`config.mk`:
```
export PLATFORM = sky130hd
export DESIGN_NAME = corr_run_seq_flat
export DESIGN_NICKNAME = d
export VERILOG_FILES = /design/src/rtl/corr_run_seq_pkg.sv /design/src/rtl/corr_run_seq_if.sv /design/src/rtl/corr_tmo_cnt.sv /design/src/rtl/corr_run_seq.sv /design/src/flat_wrapper.sv
export SDC_FILE = /design/constraint.sdc
export NUM_CORES = 1
export LEC_CHECK = 0
export ABC_AREA = 1
export CORE_ASPECT_RATIO = 2
export CORE_MARGIN = 2
export CORE_UTILIZATION = 53
export DETAILED_ROUTE_END_ITERATION = 10
export PLACE_DENSITY_LB_ADDON = 0.1
export SKIP_LAST_GASP = 1
export SLEW_MARGIN = 20
export SYNTH_ARGS = -nofsm -noshare
export SYNTH_HDL_FRONTEND = slang
export SYNTH_HIERARCHICAL = 1
export SYNTH_SLANG_ARGS = --single-unit
export TNS_END_PERCENT = 10
```
`constraint.sdc`:
```
create_clock -name clk -period 2.65 [get_ports clk]
set_input_delay 0.265 -clock clk [delete_from_list [all_inputs] [get_ports clk]]
set_output_delay 0.265 -clock clk [all_outputs]
set_load 0.05 [all_outputs]
```
`src/rtl/corr_run_seq_pkg.sv`:
```
// Shared definitions for the correlator run sequencer: state encodings,
// error codes and status-word bit positions.
package corr_run_seq_pkg;

    typedef enum logic [2:0] {
        ST_IDLE      = 3'd0,
        ST_LAUNCH    = 3'd1,
        ST_WAIT_BUSY = 3'd2,
        ST_WAIT_DONE = 3'd3,
        ST_NEXT      = 3'd4,
        ST_CLEAR     = 3'd5,
        ST_ABORT     = 3'd6
    } seq_state_t;

    typedef enum logic [1:0] {
        ERR_NONE  = 2'b00,
        ERR_FAIL  = 2'b01,
        ERR_TMO   = 2'b10,
        ERR_ABORT = 2'b11
    } err_code_t;

    localparam int SR_DONE_BIT = 0;
    localparam int SR_FAIL_BIT = 1;
    localparam int TMO_W       = 20;

endpackage

```
`src/rtl/corr_run_seq_if.sv`:
```
// Command/status bundle between a host, the run sequencer and the correlator.
// slave = sequencer side, master = host/correlator side.
interface corr_run_seq_if #(
    parameter int N_RUNS_W = 16
);
    logic [31:0]         sr;
    logic                cmd_start;
    logic                cmd_abort;
    logic [N_RUNS_W-1:0] n_runs;
    logic                corr_start;
    logic                corr_clr;
    logic                seq_busy;
    logic                seq_done;
    logic                seq_err;
    logic [1:0]          err_code;
    logic [N_RUNS_W-1:0] runs_done;

    modport master (
        output sr, cmd_start, cmd_abort, n_runs,
        input  corr_start, corr_clr, seq_busy, seq_done, seq_err, err_code, runs_done
    );

    modport slave (
        input  sr, cmd_start, cmd_abort, n_runs,
        output corr_start, corr_clr, seq_busy, seq_done, seq_err, err_code, runs_done
    );
endinterface

```
`src/rtl/corr_tmo_cnt.sv`:
```
// Wait-state timeout counter: clr reloads zero, en counts, expired flags the
// cycle on which the count would reach TMO_CYC.
module corr_tmo_cnt #(
    parameter int TMO_CYC = 1048575,
    parameter int CNT_W   = 20
) (
    input  logic clk,
    input  logic rst_n,
    input  logic clr,
    input  logic en,
    output logic expired
);

    localparam logic [CNT_W-1:0] LIMIT = CNT_W'(TMO_CYC);
    localparam logic [CNT_W-1:0] LAST  = CNT_W'(TMO_CYC - 1);

    logic [CNT_W-1:0] cnt_q;

    always_ff @(posedge clk or negedge rst_n) begin
        if (!rst_n) begin
            cnt_q <= '0;
        end else if (clr) begin
            cnt_q <= '0;
        end else if (en && (cnt_q != LIMIT)) begin
            cnt_q <= cnt_q + 1'b1;
        end
    end

    // Flagged one count early so the FSM leaves on the edge the count hits TMO_CYC.
    assign expired = en && (cnt_q >= LAST);

endmodule

```
`src/rtl/corr_run_seq.sv`:
```
// Correlator run sequencer: launches n_runs correlator runs back to back and
// reports completion, failure, timeout or abort. Optional retry: CORR_RETRY_EN.
module corr_run_seq
    import corr_run_seq_pkg::*;
#(
    parameter int N_RUNS_W  = 16,
    parameter int TMO_CYC   = 1048575,
    parameter int MAX_RETRY = 3
) (
    input  logic         clk,
    input  logic         rst_n,
    corr_run_seq_if.slave bus
);

    seq_state_t          state_q, state_nxt;
    logic [N_RUNS_W-1:0] n_lat_q, n_lat_nxt;
    logic [N_RUNS_W-1:0] runs_q, runs_nxt;
    logic                start_q, start_nxt;
    logic                clr_q, clr_nxt;
    logic                busy_q, busy_nxt;
    logic                done_q, done_nxt;
    logic                err_q, err_nxt;
    err_code_t           code_q, code_nxt;
    err_code_t           fault;
    logic                tmo_clr, tmo_en, tmo_exp;
    logic                sr_done, sr_fail;
    logic                unused_sr;

`ifdef CORR_RETRY_EN
    localparam int RETRY_W = (MAX_RETRY < 1) ? 1 : $clog2(MAX_RETRY + 1);
    logic [RETRY_W-1:0] retry_q, retry_nxt;
    logic               rflag_q, rflag_nxt;
`else
    logic               unused_max_retry;
    assign unused_max_retry = ^MAX_RETRY;
`endif

    function automatic logic [N_RUNS_W-1:0] sat_inc(input logic [N_RUNS_W-1:0] v);
        return (&v) ? v : v + 1'b1;
    endfunction

    // The status word is already in the clk domain and is used as-is.
    assign sr_done   = bus.sr[SR_DONE_BIT];
    assign sr_fail   = bus.sr[SR_FAIL_BIT];
    assign unused_sr = ^bus.sr[31:2];

    corr_tmo_cnt #(
        .TMO_CYC (TMO_CYC),
        .CNT_W   (TMO_W)
    ) u_tmo (
        .clk     (clk),
        .rst_n   (rst_n),
        .clr     (tmo_clr),
        .en      (tmo_en),
        .expired (tmo_exp)
    );

    always_comb begin
        state_nxt = state_q;
        n_lat_nxt = n_lat_q;
        runs_nxt  = runs_q;
        start_nxt = 1'b0;
        clr_nxt   = 1'b0;
        done_nxt  = 1'b0;
        err_nxt   = err_q;
        code_nxt  = code_q;
        fault     = ERR_NONE;
        tmo_clr   = 1'b0;
        tmo_en    = 1'b0;
`ifdef CORR_RETRY_EN
        retry_nxt = retry_q;
        rflag_nxt = rflag_q;
`endif

        case (state_q)
            ST_IDLE: begin
                if (bus.cmd_start) begin
                    n_lat_nxt = bus.n_runs;
                    runs_nxt  = '0;
                    err_nxt   = 1'b0;
                    code_nxt  = ERR_NONE;
`ifdef CORR_RETRY_EN
                    retry_nxt = '0;
                    rflag_nxt = 1'b0;
`endif
                    if (bus.n_runs == '0) begin
                        done_nxt = 1'b1;
                    end else begin
                        state_nxt = ST_LAUNCH;
                    end
                end
            end
            ST_LAUNCH: begin
                start_nxt = 1'b1;
                tmo_clr   = 1'b1;
                state_nxt = ST_WAIT_BUSY;
            end
            ST_WAIT_BUSY: begin
                tmo_en = 1'b1;
                if (!sr_done) begin
                    tmo_clr   = 1'b1;
                    state_nxt = ST_WAIT_DONE;
                end else if (tmo_exp) begin
                    code_nxt  = ERR_TMO;
                    state_nxt = ST_CLEAR;
                end
            end
            ST_WAIT_DONE: begin
                tmo_en = 1'b1;
                // Failure outranks done when both rise together.
                if (sr_fail || (!sr_done && tmo_exp)) begin
                    fault     = sr_fail ? ERR_FAIL : ERR_TMO;
                    state_nxt = ST_CLEAR;
`ifdef CORR_RETRY_EN
                    if (retry_q < RETRY_W'(MAX_RETRY)) begin
                        retry_nxt = retry_q + 1'b1;
                        rflag_nxt = 1'b1;
                    end else begin
                        code_nxt = fault;
                    end
`else
                    code_nxt = fault;
`endif
                end else if (sr_done) begin
                    state_nxt = ST_NEXT;
                end
            end
            ST_NEXT: begin
                runs_nxt = sat_inc(runs_q);
`ifdef CORR_RETRY_EN
                retry_nxt = '0;
`endif
                if (runs_nxt == n_lat_q) begin
                    done_nxt  = 1'b1;
                    state_nxt = ST_IDLE;
                end else begin
                    state_nxt = ST_LAUNCH;
                end
            end
            ST_CLEAR: begin
                clr_nxt = 1'b1;
`ifdef CORR_RETRY_EN
                if (rflag_q) begin
                    rflag_nxt = 1'b0;
                    state_nxt = ST_LAUNCH;
                end else begin
                    err_nxt   = 1'b1;
                    state_nxt = ST_IDLE;
                end
`else
                err_nxt   = 1'b1;
                state_nxt = ST_IDLE;
`endif
            end
            ST_ABORT: begin
                clr_nxt   = 1'b1;
                err_nxt   = 1'b1;
                state_nxt = ST_IDLE;
            end
            default: begin
                state_nxt = ST_IDLE;
            end
        endcase

        // Abort overrides whatever the current state would have done.
        if (bus.cmd_abort && (state_q != ST_IDLE) && (state_q != ST_ABORT)) begin
            state_nxt = ST_ABORT;
            code_nxt  = ERR_ABORT;
            runs_nxt  = runs_q;
            start_nxt = 1'b0;
            clr_nxt   = 1'b0;
            done_nxt  = 1'b0;
            err_nxt   = err_q;
`ifdef CORR_RETRY_EN
            rflag_nxt = 1'b0;
`endif
        end

        busy_nxt = (state_nxt != ST_IDLE);
    end

    always_ff @(posedge clk or negedge rst_n) begin
        if (!rst_n) begin
            state_q <= ST_IDLE;
            runs_q  <= '0;
            start_q <= 1'b0;
            clr_q   <= 1'b0;
            busy_q  <= 1'b0;
            done_q  <= 1'b0;
            err_q   <= 1'b0;
            code_q  <= ERR_NONE;
`ifdef CORR_RETRY_EN
            retry_q <= '0;
            rflag_q <= 1'b0;
`endif
        end else begin
            state_q <= state_nxt;
            runs_q  <= runs_nxt;
            start_q <= start_nxt;
            clr_q   <= clr_nxt;
            busy_q  <= busy_nxt;
            done_q  <= done_nxt;
            err_q   <= err_nxt;
            code_q  <= code_nxt;
`ifdef CORR_RETRY_EN
            retry_q <= retry_nxt;
            rflag_q <= rflag_nxt;
`endif
        end
    end

    // Latched run count is only consulted after a start has loaded it.
    always_ff @(posedge clk) begin
        n_lat_q <= n_lat_nxt;
    end

    assign bus.corr_start = start_q;
    assign bus.corr_clr   = clr_q;
    assign bus.seq_busy   = busy_q;
    assign bus.seq_done   = done_q;
    assign bus.seq_err    = err_q;
    assign bus.err_code   = code_q;
    assign bus.runs_done  = runs_q;

endmodule

```
`src/flat_wrapper.sv`:
```
// flat-port wrapper written by rule: the top's interface ports become plain ports
module corr_run_seq_flat import corr_run_seq_pkg::*;
#(
    parameter int N_RUNS_W  = 16,
    parameter int TMO_CYC   = 1048575,
    parameter int MAX_RETRY = 3
)
  (clk, rst_n, bus_sr, bus_cmd_start, bus_cmd_abort, bus_n_runs, bus_corr_start, bus_corr_clr, bus_seq_busy, bus_seq_done, bus_seq_err, bus_err_code, bus_runs_done);
  corr_run_seq_if #(.N_RUNS_W(N_RUNS_W)) bus_i ();
  input  logic clk;
  input  logic rst_n;
  input wire logic [$bits(bus_i.sr)-1:0] bus_sr;
  input wire logic [$bits(bus_i.cmd_start)-1:0] bus_cmd_start;
  input wire logic [$bits(bus_i.cmd_abort)-1:0] bus_cmd_abort;
  input wire logic [$bits(bus_i.n_runs)-1:0] bus_n_runs;
  output wire logic [$bits(bus_i.corr_start)-1:0] bus_corr_start;
  output wire logic [$bits(bus_i.corr_clr)-1:0] bus_corr_clr;
  output wire logic [$bits(bus_i.seq_busy)-1:0] bus_seq_busy;
  output wire logic [$bits(bus_i.seq_done)-1:0] bus_seq_done;
  output wire logic [$bits(bus_i.seq_err)-1:0] bus_seq_err;
  output wire logic [$bits(bus_i.err_code)-1:0] bus_err_code;
  output wire logic [$bits(bus_i.runs_done)-1:0] bus_runs_done;
  assign bus_i.sr = bus_sr;
  assign bus_i.cmd_start = bus_cmd_start;
  assign bus_i.cmd_abort = bus_cmd_abort;
  assign bus_i.n_runs = bus_n_runs;
  assign bus_corr_start = bus_i.corr_start;
  assign bus_corr_clr = bus_i.corr_clr;
  assign bus_seq_busy = bus_i.seq_busy;
  assign bus_seq_done = bus_i.seq_done;
  assign bus_seq_err = bus_i.seq_err;
  assign bus_err_code = bus_i.err_code;
  assign bus_runs_done = bus_i.runs_done;
  corr_run_seq #(.N_RUNS_W(N_RUNS_W), .TMO_CYC(TMO_CYC), .MAX_RETRY(MAX_RETRY)) u_core (.clk(clk), .rst_n(rst_n), .bus(bus_i));
endmodule
```
==> qor.txt <==
Max Freq: 414 MHz
r2r startpoint: u_core/state_q[1]$_DFF_PN0_
Clock Path Buffers: 2
Peak VDD IR: 0.000749 V
outcome: finished, violations left
Leak: 0.00230 uW
CP max FO: 5
crit-path leading delay family: simple AND/OR/NAND/NOR gates
Worst EP arrival: 2.62 ns
CTS Hold Bufs: 0
cell breakdown of the critical path: inv_1 > nor2_1 > inv_1 > nor2_1 > o2111ai_1 > nor2_1 > a21oi_1 > o221ai_1 > a21boi_0 > or2_2
post-route minimum period: 2.42 ns
ranking of synthesized cells by area: dfrtp_1, nand2_1, edfxtp_1
clk_skew: 0.00795 ns
GRT overflow: 0
Total Wirelength: 10.9 mm
Initial Utilization: 0.548
PD cells: 789 nW/um^2
WP buf/inv: 2
Detail Placement HPWL: 8.40 mm
First-pass DRT Iterations: 5
die area: 8330 sq um
DR vias: 3890
crit path launch: u_core/state_q[1]$_DFF_PN0_
H-tree lvl count: 3
DRC viols: 0
failing checks: hold timing
post-synthesis cell count: 572
clock root cell: clkbuf_16
min-delay worst type: in2async
initial drt markers: 320
ratio of cells with drive above 1 in the final layout: 0.0873
routability cong.: 0.988
Worst Path Required: 2.86 ns
antenna viol nets, final: 0
Crit path largest cell delay: 0.41 ns
Row Count: 44
antenna cells: 0
commonest non-fill, non-tap cell in the layout: nand2_1
max-slew violation count: 0
vias in the first global route: 3876
# port buffers: 44
post-synthesis sequential area ratio: 0.406
Synth Cell Area: 4020 sq um
I/O pin count: 75
DR WL/cell: 15.2 um
CP dominant cell by count: nor2_1
vias per cell: 5.39
Resize count post-CTS: 0
Sum Neg Setup Slack: 0 ns
Max-cap violations: 0
Clock Sinks: 62
pin count of the biggest net entering global routing: 47
Seq cells post-synth: 62
synth unique cells: 38
crit start category: flip-flop
most frequent cells in the layout: nand2_1, nor2_1, inv_1, nand3_1, dfrtp_1
Mapped Nets: 627
Die Span Y: 127 um
Post-CTS Setup Inserts: 0
post-synth top area cell: dfrtp_1
CTS clk-pin slew, worst paths: 0.06 ns
DIE WIDTH: 65.5 um
core footprint: 7320 sq um
Avg Inst Size Synth: 7.02 sq um
Slew headroom: 0.565
YS warnings: 6
worst hold slack: -0.0506 ns
Slowest-stage cell, CP: dfrtp_1
RSZ-0062 raised after global routing: no
Total Nets Final: 680
crit end category: flip-flop
measured slew at the worst slew-check pin: 0.646 ns
CTS buffer count: 9
Clk Latency, worst-skew pair: 0.33 ns
final worst-path cycle share: 0.912
CTS tree: yes
Final Hold Viols: 46
GRT Total Usage: 0.282
Setup-failing EPs final: 0
Synth top area share: 0.287
antenna violations before repair: 0
first-pass GRT wire length: 17.7 mm
Area growth, synth to finish: 21.6%
Worst Path Class, Setup: reg2reg
==> registers in the layout (all words and copies together) (netlist names) <==
signal and flops:
u_core/bus.corr_clr 1, u_core/bus.corr_start 1, u_core/bus.err_code 2, u_core/bus.runs_done 16
u_core/bus.seq_busy 1, u_core/bus.seq_done 1, u_core/bus.seq_err 1, u_core/n_lat_q 16
u_core/state_q 3, u_core/u_tmo/cnt_q 20
==> path summary, 6_finish.rpt <==
path | to | slack, ns | depth (start not counted)
max | u_core/state_q[1]$_DFF_PN0_ | 0.23 | 10
min | u_core/bus.runs_done[8]$_DFFE_PN0P_ | -0.05 | 1
max reg2reg | u_core/state_q[1]$_DFF_PN0_ | 0.23 | 10
min reg2reg | u_core/bus.seq_err$_DFFE_PN0P_ | 0.49 | 2
max in group asynchronous | u_core/u_tmo/cnt_q[18]$_DFFE_PN0P_ | 2.29 | 1
min in group clk | u_core/bus.seq_err$_DFFE_PN0P_ | 0.49 | 2
==> per-stage QoR <==
| step | std cells | total power (uW) | instance area, sq um | util | setup slack (ns) |
|---|---|---|---|---|---|
| 2_1_floorplan | 572 | 2180 | 4020 | - | 0.298 |
| 3_3_place_gp | 706 | 2530 | 4550 | 0.622 | 0.354 |
| 3_5_place_dp | 706 | 2560 | 4550 | 0.622 | 0.289 |
| 4_1_cts | 722 | 3860 | 4880 | 0.666 | 0.273 |
| 5_1_grt | 722 | 4070 | 4880 | 0.667 | 0.0306 |
| 6_report | 722 | 3850 | 4880 | 0.667 | 0.234 |
==> cell usage after synthesis <==
master / instances
nand2_1: 197
nor2_1: 78
inv_1: 60
nand3_1: 54
dfrtp_1: 46
o21ai_0: 19
edfxtp_1: 16
nand4_1: 16
xor2_1: 13
nand2_2: 9
nand3_2: 6
nor2_4: 5
nor4_1: 5
a21oi_1: 4
clkbuf_1: 4
inv_2: 4
o22ai_1: 4
ha_1: 3
nor2_2: 3
nor3_1: 3
buf_6: 2
nand3b_1: 2
o211ai_1: 2
or2_2: 2
xnor2_1: 2
a21boi_0: 1
buf_2: 1
buf_8: 1
clkinv_1: 1
clkinv_4: 1
nand2_4: 1
nor3_2: 1
o2111ai_1: 1
o211a_1: 1
o21ai_1: 1
o21bai_1: 1
o221ai_1: 1
o31ai_2: 1
==> per-layer routing <==
layer  up-vias  wire [um]  track usage  share of wire
met5         -          0            0              0
met4         0        618        0.174          0.056
met3        42        369       0.0555          0.034
li1       1944          -            -              -
met2       125       6330        0.553           0.58
met1      1779       3620        0.246           0.33
==> power by group <==
part / leakage, uW / switching [uW] / internal (uW)
clock: 0.000163 / 412 / 871
combinational: 0.00136 / 926 / 385
sequential: 0.000771 / 117 / 1140
==> area by class of cell <==
cell class | count | area, sq um
sequential | 62 | 1630
fill | 652 | 2440
clock inverter | 4 | 70.1
inverter | 66 | 253
multi-input combinational | 436 | 2070
clock buffer | 12 | 256
tap | 92 | 115
timing repair buffer | 50 | 483
==> cell families after synthesis <==
family          after synthesis  share of synthesized area
simple gates                382                      0.421
compound gates               36                     0.0536
xor+xnor                     15                     0.0327
fa+ha+maj                     3                    0.00935
flops                        62                      0.406
buf+inv                      74                     0.0773
==> worst register-to-register path, cell delays in order, from the launching register on <==
cell,delay (ns)
dfrtp_1,0.41
inv_1,0.12
nor2_1,0.25
inv_1,0.13
nor2_1,0.13
o2111ai_1,0.15
nor2_1,0.34
a21oi_1,0.17
o221ai_1,0.16
a21boi_0,0.14
or2_2,0.29
Note: power is estimated with default switching activity, not from simulation.
